`src/rtl/vga_timing_ctrl_pkg.sv`:
```
// Shared definitions for the VGA timing controller: region and top-level
// state encodings plus the default 528x628 timing constants.
package vga_timing_ctrl_pkg;

   typedef enum logic [1:0] {
      RG_ACTIVE = 2'd0,
      RG_FRONT  = 2'd1,
      RG_SYNC   = 2'd2,
      RG_BACK   = 2'd3
   } region_t;

   typedef enum logic {
      ST_IDLE = 1'b0,
      ST_SCAN = 1'b1
   } state_t;

   localparam int DEF_CW       = 10;
   localparam int DEF_H_ACTIVE = 400;
   localparam int DEF_H_FP     = 10;
   localparam int DEF_H_SYNC   = 74;
   localparam int DEF_H_BP     = 44;
   localparam int DEF_V_ACTIVE = 600;
   localparam int DEF_V_FP     = 1;
   localparam int DEF_V_SYNC   = 4;
   localparam int DEF_V_BP     = 23;

endpackage

```
`src/rtl/vga_axis_seq.sv`:
```
// One display axis: counter plus ACTIVE/FRONT/SYNC/BACK region FSM with
// registered blank/sync decode. clr (or rst) parks the axis at count 0, blanked.
module vga_axis_seq
   import vga_timing_ctrl_pkg::*;
#(
   parameter int   A        = 400,
   parameter int   FP       = 10,
   parameter int   SYNC     = 74,
   parameter int   BP       = 44,
   parameter int   CW       = 10,
   parameter logic SYNC_POL = 1'b1
) (
   input  logic          clk,
   input  logic          rst,
   input  logic          step,
   input  logic          clr,
   output logic [CW-1:0] count,
   output logic [1:0]    region,
   output logic          blank,
   output logic          sync,
   output logic          wrap
);

   localparam int TOTAL = A + FP + SYNC + BP;
   localparam logic [CW-1:0] END_ACT  = CW'(A - 1);
   localparam logic [CW-1:0] END_FP   = CW'(A + FP - 1);
   localparam logic [CW-1:0] END_SYNC = CW'(A + FP + SYNC - 1);
   localparam logic [CW-1:0] END_BACK = CW'(TOTAL - 1);

   if (A < 1 || FP < 1 || SYNC < 1 || BP < 1) begin : g_bad_region_len
      $error("vga_axis_seq: every region length must be at least 1");
   end
   if (TOTAL > 2 ** CW) begin : g_bad_total
      $error("vga_axis_seq: axis total does not fit in CW bits");
   end

   logic [CW-1:0] count_r, count_nxt_s;
   region_t       region_r, region_nxt_s;
   logic          blank_r, blank_nxt_s;
   logic          sync_r, sync_nxt_s;
   logic          parked_r, parked_nxt_s;
   logic          wrap_s;

   // A parked axis never wraps, so the vertical axis only steps from live lines.
   assign wrap_s = step & ~parked_r & (count_r == END_BACK);

   // Next-state: park, unpark onto count 0, or advance count and region.
   always_comb begin
      count_nxt_s  = count_r;
      region_nxt_s = region_r;
      blank_nxt_s  = blank_r;
      sync_nxt_s   = sync_r;
      parked_nxt_s = parked_r;
      if (clr) begin
         count_nxt_s  = {CW{1'b0}};
         region_nxt_s = RG_ACTIVE;
         blank_nxt_s  = 1'b1;
         sync_nxt_s   = ~SYNC_POL;
         parked_nxt_s = 1'b1;
      end else if (step && parked_r) begin
         count_nxt_s  = {CW{1'b0}};
         region_nxt_s = RG_ACTIVE;
         blank_nxt_s  = 1'b0;
         sync_nxt_s   = ~SYNC_POL;
         parked_nxt_s = 1'b0;
      end else if (step) begin
         count_nxt_s = wrap_s ? {CW{1'b0}} : count_r + CW'(1'b1);
         case (region_r)
            RG_ACTIVE: begin
               if (count_r == END_ACT) begin
                  region_nxt_s = RG_FRONT;
                  blank_nxt_s  = 1'b1;
               end else begin
                  region_nxt_s = RG_ACTIVE;
               end
            end
            RG_FRONT: begin
               if (count_r == END_FP) begin
                  region_nxt_s = RG_SYNC;
                  sync_nxt_s   = SYNC_POL;
               end else begin
                  region_nxt_s = RG_FRONT;
               end
            end
            RG_SYNC: begin
               if (count_r == END_SYNC) begin
                  region_nxt_s = RG_BACK;
                  sync_nxt_s   = ~SYNC_POL;
               end else begin
                  region_nxt_s = RG_SYNC;
               end
            end
            RG_BACK: begin
               if (wrap_s) begin
                  region_nxt_s = RG_ACTIVE;
                  blank_nxt_s  = 1'b0;
               end else begin
                  region_nxt_s = RG_BACK;
               end
            end
            default: begin
               region_nxt_s = RG_ACTIVE;
               blank_nxt_s  = 1'b1;
               sync_nxt_s   = ~SYNC_POL;
            end
         endcase
      end else begin
         parked_nxt_s = parked_r;
      end
   end

   // Axis state register.
   always_ff @(posedge clk) begin
      if (rst) begin
         count_r  <= {CW{1'b0}};
         region_r <= RG_ACTIVE;
         blank_r  <= 1'b1;
         sync_r   <= ~SYNC_POL;
         parked_r <= 1'b1;
      end else begin
         count_r  <= count_nxt_s;
         region_r <= region_nxt_s;
         blank_r  <= blank_nxt_s;
         sync_r   <= sync_nxt_s;
         parked_r <= parked_nxt_s;
      end
   end

   assign count  = count_r;
   assign region = region_r;
   assign blank  = blank_r;
   assign sync   = sync_r;
   assign wrap   = wrap_s;

endmodule

```
`src/rtl/vga_timing_ctrl.sv`:
```
// VGA timing controller: horizontal and vertical axis sequencers under an
// IDLE/SCAN FSM that starts and parks the display on frame boundaries.
module vga_timing_ctrl
   import vga_timing_ctrl_pkg::*;
#(
   parameter int   CW       = DEF_CW,
   parameter int   H_ACTIVE = DEF_H_ACTIVE,
   parameter int   H_FP     = DEF_H_FP,
   parameter int   H_SYNC   = DEF_H_SYNC,
   parameter int   H_BP     = DEF_H_BP,
   parameter int   V_ACTIVE = DEF_V_ACTIVE,
   parameter int   V_FP     = DEF_V_FP,
   parameter int   V_SYNC   = DEF_V_SYNC,
   parameter int   V_BP     = DEF_V_BP,
   parameter logic SYNC_POL = 1'b1
) (
   input  logic          clk,
   input  logic          rst,
   input  logic          pix_en,
   input  logic          run,
   output logic [CW-1:0] hcount,
   output logic [CW-1:0] vcount,
   output logic          hblank,
   output logic          vblank,
   output logic          blank,
   output logic          hsync,
   output logic          vsync,
   output logic          line_start,
   output logic          frame_start,
   output logic          busy
);

   state_t     state_r, state_nxt_s;
   logic       start_s, stop_s, frame_end_s;
   logic       h_step_s, v_step_s, h_wrap_s, v_wrap_s;
   logic [1:0] h_region_s, v_region_s;
   logic       line_start_r, frame_start_r, busy_r;

   assign start_s     = (state_r == ST_IDLE) & pix_en & run;
   assign h_step_s    = pix_en & ((state_r == ST_SCAN) | run);
   assign v_step_s    = h_wrap_s | start_s;
   assign frame_end_s = v_wrap_s & (h_region_s == RG_BACK) & (v_region_s == RG_BACK);
   // Parking both axes on the frame wrap leaves them blanked at (0,0).
   assign stop_s      = frame_end_s & ~run;

   vga_axis_seq #(
      .A(H_ACTIVE), .FP(H_FP), .SYNC(H_SYNC), .BP(H_BP), .CW(CW), .SYNC_POL(SYNC_POL)
   ) u_h_axis (
      .clk(clk), .rst(rst), .step(h_step_s), .clr(stop_s),
      .count(hcount), .region(h_region_s), .blank(hblank), .sync(hsync), .wrap(h_wrap_s)
   );

   vga_axis_seq #(
      .A(V_ACTIVE), .FP(V_FP), .SYNC(V_SYNC), .BP(V_BP), .CW(CW), .SYNC_POL(SYNC_POL)
   ) u_v_axis (
      .clk(clk), .rst(rst), .step(v_step_s), .clr(stop_s),
      .count(vcount), .region(v_region_s), .blank(vblank), .sync(vsync), .wrap(v_wrap_s)
   );

   // IDLE/SCAN next-state.
   always_comb begin
      state_nxt_s = state_r;
      case (state_r)
         ST_IDLE: begin
            if (start_s) state_nxt_s = ST_SCAN;
            else         state_nxt_s = ST_IDLE;
         end
         ST_SCAN: begin
            if (stop_s) state_nxt_s = ST_IDLE;
            else        state_nxt_s = ST_SCAN;
         end
         default: state_nxt_s = ST_IDLE;
      endcase
   end

   // FSM state, strobes and busy flag.
   always_ff @(posedge clk) begin
      if (rst) begin
         state_r       <= ST_IDLE;
         line_start_r  <= 1'b0;
         frame_start_r <= 1'b0;
         busy_r        <= 1'b0;
      end else begin
         state_r       <= state_nxt_s;
         line_start_r  <= start_s | (h_wrap_s & ~stop_s);
         frame_start_r <= start_s | (frame_end_s & ~stop_s);
         busy_r        <= (state_nxt_s == ST_SCAN);
      end
   end

   assign blank       = hblank | vblank | ~busy_r;
   assign line_start  = line_start_r;
   assign frame_start = frame_start_r;
   assign busy        = busy_r;

endmodule

```
`config.mk`:
```
export PLATFORM = sky130hd
export DESIGN_NAME = vga_timing_ctrl
export DESIGN_NICKNAME = d
export VERILOG_FILES = /design/src/rtl/vga_timing_ctrl_pkg.sv /design/src/rtl/vga_axis_seq.sv /design/src/rtl/vga_timing_ctrl.sv
export SDC_FILE = /design/constraint.sdc
export NUM_CORES = 1
export LEC_CHECK = 0
export CAP_MARGIN = 0
export CORE_UTILIZATION = 58
export DETAILED_ROUTE_END_ITERATION = 10
export PLACE_DENSITY = 0.82
export SYNTH_ARGS = -nofsm -noshare
export SYNTH_HDL_FRONTEND = slang
export SYNTH_SLANG_ARGS = --single-unit
```
`constraint.sdc`:
```
create_clock -name clk -period 3.6 [get_ports clk]
set_clock_uncertainty 0.05 [all_clocks]
set_input_delay 0.36 -clock clk [delete_from_list [all_inputs] [get_ports clk]]
set_output_delay 0.36 -clock clk [all_outputs]
set_load 0.005 [all_outputs]
```
After elaboration in Yosys (flattened, before gate mapping):

Index checks and enable logic that the tools add are counted.

* output and inout bits: 28
* input bits: 4
* logic and storage cells: 108
* flip-flop bits (word level): 33

* $add $sub $neg: 2
* bitwise logic cells: 23
* muxes and demuxes: 31
* reduce and logical (&&, ||, !) cells: 17
* equality and inequality tests: 22

Operators with widths (number)
* $eq 10x10->1 const B: 5
* $eq 10x9->1 const B: 3
* $add 10x1->10 const B: 2
* $mux 10: 2
* $mux 1: 18
* $pmux 2 s4: 2
* $reduce_and 4->1: 4
* $and 1x1->1: 12
* $pmux 1 s2: 5
* $ne 3x1->1 const B: 3
* $eq 2x2->1 const B: 4
* $mux 2: 4
* $ne 2x1->1 const B: 4
* $reduce_bool 2->1: 4
* $or 1x1->1: 6
* $reduce_bool 3->1: 2
* $reduce_or 3->1: 2
* $not 1->1: 5
* $eq 2x1->1 const B: 2
* $logic_not 2->1: 2
* $ne 3x2->1 const B: 1
* $logic_and 1x1->1: 2
* $reduce_or 2->1: 1

Longest topological paths before layout:

* depth in word-level cells: 13
* depth in mapped cells: 7
* gate-level depth less buffers: 7

Cells and area by module:

Synthesis repeated with hierarchy kept, for this count alone.

* cells, all modules: 218
* area, all modules: 1886.8 um2

By module, submodules not included
* vga_axis_seq at u_v_axis: area each 902.1 um2, instances 1, cells each 100, sequential area each 300.3 um2
* vga_axis_seq at u_h_axis: area each 825.8 um2, instances 1, cells each 99, sequential area each 300.3 um2
* vga_timing_ctrl: area each 158.9 um2, instances 1, cells each 19, sequential area each 60.1 um2

Least setup slack after synthesis:

No wires, ideal clock.

* kind: reg2reg
* from: reg u_v_axis.count_r[0] (netlist: u_v_axis.count[0])
* to: reg u_v_axis.region_r[0] (netlist: u_v_axis.region[0])
* period minus slack after synthesis: 2.092 ns
* slack: 1.508 ns
* data arrival time: 1.926 ns
* required time: 3.434 ns
* library setup time: 0.116 ns
* path buffers: 0
* stages on the path, launching flop included: 7
* cell sequence: dfxtp_1 ha_1 or3b_1 or4_4 a221oi_1 or4_1 a21oi_1

* longest elaborated chain between the ends: 6
* elaborated cells on any way between the ends: 14
* classes of those cells: eq/ne (4); mux (5); bitwise (4); reduce/logical (1)

Ends and longest elaborated chain
* from (decl): line vga_axis_seq.sv:37 `logic [CW-1:0] count_r, count_nxt_s;`
* from (signal assigned): line vga_axis_seq.sv:115 `count_r <= {CW{1'b0}};`
* from (signal assigned): line vga_axis_seq.sv:121 `count_r <= count_nxt_s;`
* $eq 10x10->1: line vga_axis_seq.sv:45 `assign wrap_s = step & ~parked_r & (count_r == END_BACK);`
* $and 1x1->1: line vga_axis_seq.sv:45
* $and 1x1->1 (2 in series): line vga_timing_ctrl.sv:42 `assign frame_end_s = v_wrap_s & (h_region_s == RG_BACK) & (v_region_s == RG_BACK);`
* $and 1x1->1: line vga_timing_ctrl.sv:44 `assign stop_s = frame_end_s & ~run;`
* $reduce_or 3->1 (no line)
* to (signal assigned): line vga_axis_seq.sv:122 `region_r <= region_nxt_s;`
* to (decl): line vga_axis_seq.sv:38 `region_t region_r, region_nxt_s;`

Several ways; a longest one is shown, not always the timed one.
A chain may end at the register's enable or synchronous reset.

Final worst setup path:

* from: reg u_h_axis.count_r[0] (netlist: u_h_axis.count[0])
* to: reg u_v_axis.sync_r (netlist: u_v_axis.sync)

* longest elaborated chain between the ends: 9
* elaborated cells on any way between the ends: 11
* classes of those cells: eq/ne (1); bitwise (7); reduce/logical (3)

Ends and longest elaborated chain
* from (decl): line vga_axis_seq.sv:37
* from (signal assigned): line vga_axis_seq.sv:115
* from (signal assigned): line vga_axis_seq.sv:121
* $eq 10x10->1 (*): line vga_axis_seq.sv:45
* $and 1x1->1 (*): line vga_axis_seq.sv:45
* $or 1x1->1 (*): line vga_timing_ctrl.sv:41 `assign v_step_s = h_wrap_s | start_s;`
* $and 1x1->1 (2 in series): line vga_axis_seq.sv:45
* $and 1x1->1 (2 in series): line vga_timing_ctrl.sv:42
* $and 1x1->1: line vga_timing_ctrl.sv:44
* $reduce_or 3->1 (no line)
* to (signal assigned): line vga_axis_seq.sv:118 `sync_r <= ~SYNC_POL;`
* to (signal assigned): line vga_axis_seq.sv:124 `sync_r <= sync_nxt_s;`
* to (decl): line vga_axis_seq.sv:40 `logic sync_r, sync_nxt_s;`

Mark *: on every way between the ends. The rest lies on a longest branch, timed or not.

==> flow_metrics.py <==
metrics = {
    "status": {
        "status": "finished clean",
    },
    "synth": {
        "yosysTopAreaCell": "dfxtp_1",
        "synth.area.top_cells": "dfxtp_1 (33%), ha_1 (8.6%), nor2_1 (5.2%)",
        "ys_ff_latch": 33,
        "syn_avg_cell_area_um2": 8.71,
        "netlist_area_um2": 2030,
        "yosys.area.top_type_share_pct": 32.6,
        "netlist_instances": 233,
        "ys.flop_type": "dfxtp_1",
        "yosysSeqAreaShare_pct": 32.6,
        "synth-edff-count": 0,
        "ys_types": 59,
        "synth_warnings": 0,
        "synth-async-reset-ratio_pct": 0,
        "synth_nets": 251,
    },
    "clock_network": {
        "clock_sinks": 33,
        "cts_tree": "built",
        "cts_root_buf": "clkbuf_4",
        "ctsLongestPathBuffers": 2,
        "cts_made_buffers": 5,
        "h-tree-depth": 2,
        "path_clk_slew_ns": 0.10,
        "cts_setup_buffers": 0,
        "ctsResizeCount": 0,
        "cts_hold_buf": 0,
        "clk_latency_ns": 0.34,
    },
    "final_layout": {
        "fin_cells": 313,
        "diodes": 0,
        "stdcell_area_um2": 2420,
        "drive_gt1_share_pct": 6.74,
        "final_common_cell": "dfxtp_1",
        "syn2layout_area_growth_pct": 19.2,
        "most-common-layout-cells": "dfxtp_1 (33), clkdlybuf4s50_1 (31), nor2_1 (28)",
        "nets": 284,
    },
    "routing": {
        "drc_errors": 0,
        "ant_nets": 0,
        "viasPerCell": 5.96,
        "dr.pass1.iters": 4,
        "post_drt_wl_per_cell_um": 15.0,
        "vias": 1864,
        "drtIter0Drc": 136,
        "wl_um": 4700,
    },
    "die": {
        "die_area_um2": 3740,
        "start_util_pct": 60.8,
        "die_w_um": 61.2,
        "row_count": 21,
        "io_pins": 32,
        "dieHeight_um": 61.2,
        "core-area_um2": 3340,
    },
    "worst_setup_path": {
        "start_kind": "flip-flop",
        "crit_type": "flip-flop to flip-flop",
        "crit_path_end_kind": "flip-flop",
        "r2r-start": "u_h_axis.count[0]",
        "critPathRequiredTime_ns": 3.80,
        "rrSetupSlack_ns": 1.24,
        "path_max_fanout": 10,
        "ff2ff_path_depth": 6,
        "cp.arrival_ns": 2.56,
        "timing.rr.end": "u_v_axis.sync",
    },
    "timing": {
        "timing.setup.tns_ns": 0,
        "setup_viol": 0,
        "worst_slew_pin_slew_ns": 0.825,
        "fin_crit_sh_pct": 65.4,
        "drv_slew": 0,
        "slew_headroom_pct": 44.6,
        "hold_viol_final": 0,
        "period_minus_slack_ns": 2.36,
        "rsz0062_at_grt": "no",
        "fmax_ghz": 0.424,
    },
    "power": {
        "leakagePower_nw": 0.840,
        "vdd.ir_drop.worst_mv": 0.165,
        "total_power_uw": 647,
        "p_per_area_nw_per_um2": 267,
    },
    "placed_design": {
        "place_hpwl_um": 3380,
        "place.gp.congestion": 0.854,
        "dpl_cell_area_um2": 2370,
        "port_buffers": 31,
        "placed_cells": 305,
    },
    "worst_hold_path": {
        "min_path_type": "flip-flop to flip-flop",
        "worstHoldStart": "u_v_axis.sync",
        "min_to": "u_v_axis.sync",
        "holdPathStages": 2,
    },
    "grt": {
        "met1_usage_pct": 32.3,
        "grt_pass1_vias": 1706,
        "grt_most_used_layer": "met2",
        "grtUsageMet3_pct": 4.83,
        "use_met2_pct": 47.7,
        "grt_use_total_pct": 27.4,
        "grt_pass1_wl_um": 7580,
        "antenna_found_initial": 0,
        "gr-total-overflow": 0,
        "grt_start_max_net_pins": 14,
    },
    "flow_run": {
        "max_cap_viol_count": 0,
    },
}
Yosys cell counts (all sizes together) (4+ instances only):
cell type,n
dfxtp,33
nor2,28
nand2,19
ha,14
inv,12
a21oi,11
xnor2,10
nor3,8
nand3,7
and4,5
nand4,5
nor4,5
xor2,5
a221oi,4
nand3b,4
nand4b,4
nor3b,4
worst max-delay path: stages (launching register included):
cell,delay (ns)
dfxtp_1,0.44
ha_1,0.30
nor2b_1,0.30
a41oi_4,0.24
nor2_1,0.49
nand4b_1,0.15
a221oi_1,0.29
cell type report:
type                            count  area [um2]
Sequential cell                    33         661
Clock buffer                        6        41.3
Clock inverter                      2        10.0
Timing Repair Buffer               31         310
Inverter                           13        48.8
Tap cell                           46        57.6
Fill cell                         276         917
Multi-Input combinational cell    182        1290
power breakdown:
part	leakage, nW	total [mW]	internal, mW	switching [mW]
clock network	0.0320	0.205	0.0744	0.130
registers	0.267	0.382	0.372	0.0106
logic	0.540	0.0598	0.0262	0.0337
total	0.840	0.647	0.472	0.175
through the flow:
step	worst slack (ns)	utilization (%)	hold slack (ns)
after floorplan	1.51	-	0.379
after CTS	1.22	72.5	0.447
after detailed placement	1.14	71.0	0.437
after global routing	1.10	72.5	0.497
after global placement	1.23	71.0	0.430
final	1.24	72.5	0.441
flip-flops by register name, indices dropped and copies added, names as in the netlist, 2 cells and up:
signal and cells:
u_h_axis.count 10, u_v_axis.count 10, u_h_axis.region 2, u_v_axis.region 2
cells by family after synthesis:
group / Yosys count / synth area share [%]
AOI/OAI and AO/OA: 41 / 16.0
buffers and inverters: 18 / 3.82
adders and majority gates: 14 / 8.63
and+or+nand+nor: 112 / 32.5
DFF: 33 / 32.6
xor gates and xnor gates: 15 / 6.47
layer usage:
metal  vias to the layer above  share of wire (%)
li1                        921                  -
met1                       875                 45
met2                        55                 49
met3                        13                3.8
met4                         0                2.3
met5                         -                  0
worst max-delay path by stage:
stage / depth (start not counted) / from / slack (ns) / end
floorplan: 6 / u_v_axis.count[0] / 1.51 / u_v_axis.region[0]
global placement: 6 / run / 1.23 / u_h_axis.blank
detailed placement: 6 / run / 1.14 / u_h_axis.blank
CTS: 6 / u_h_axis.count[0] / 1.22 / u_v_axis.sync
global route: 6 / u_h_axis.count[0] / 1.10 / u_v_axis.sync
finish: 6 / u_h_axis.count[0] / 1.24 / u_v_axis.sync
Note: power is estimated with default switching activity, not from simulation.
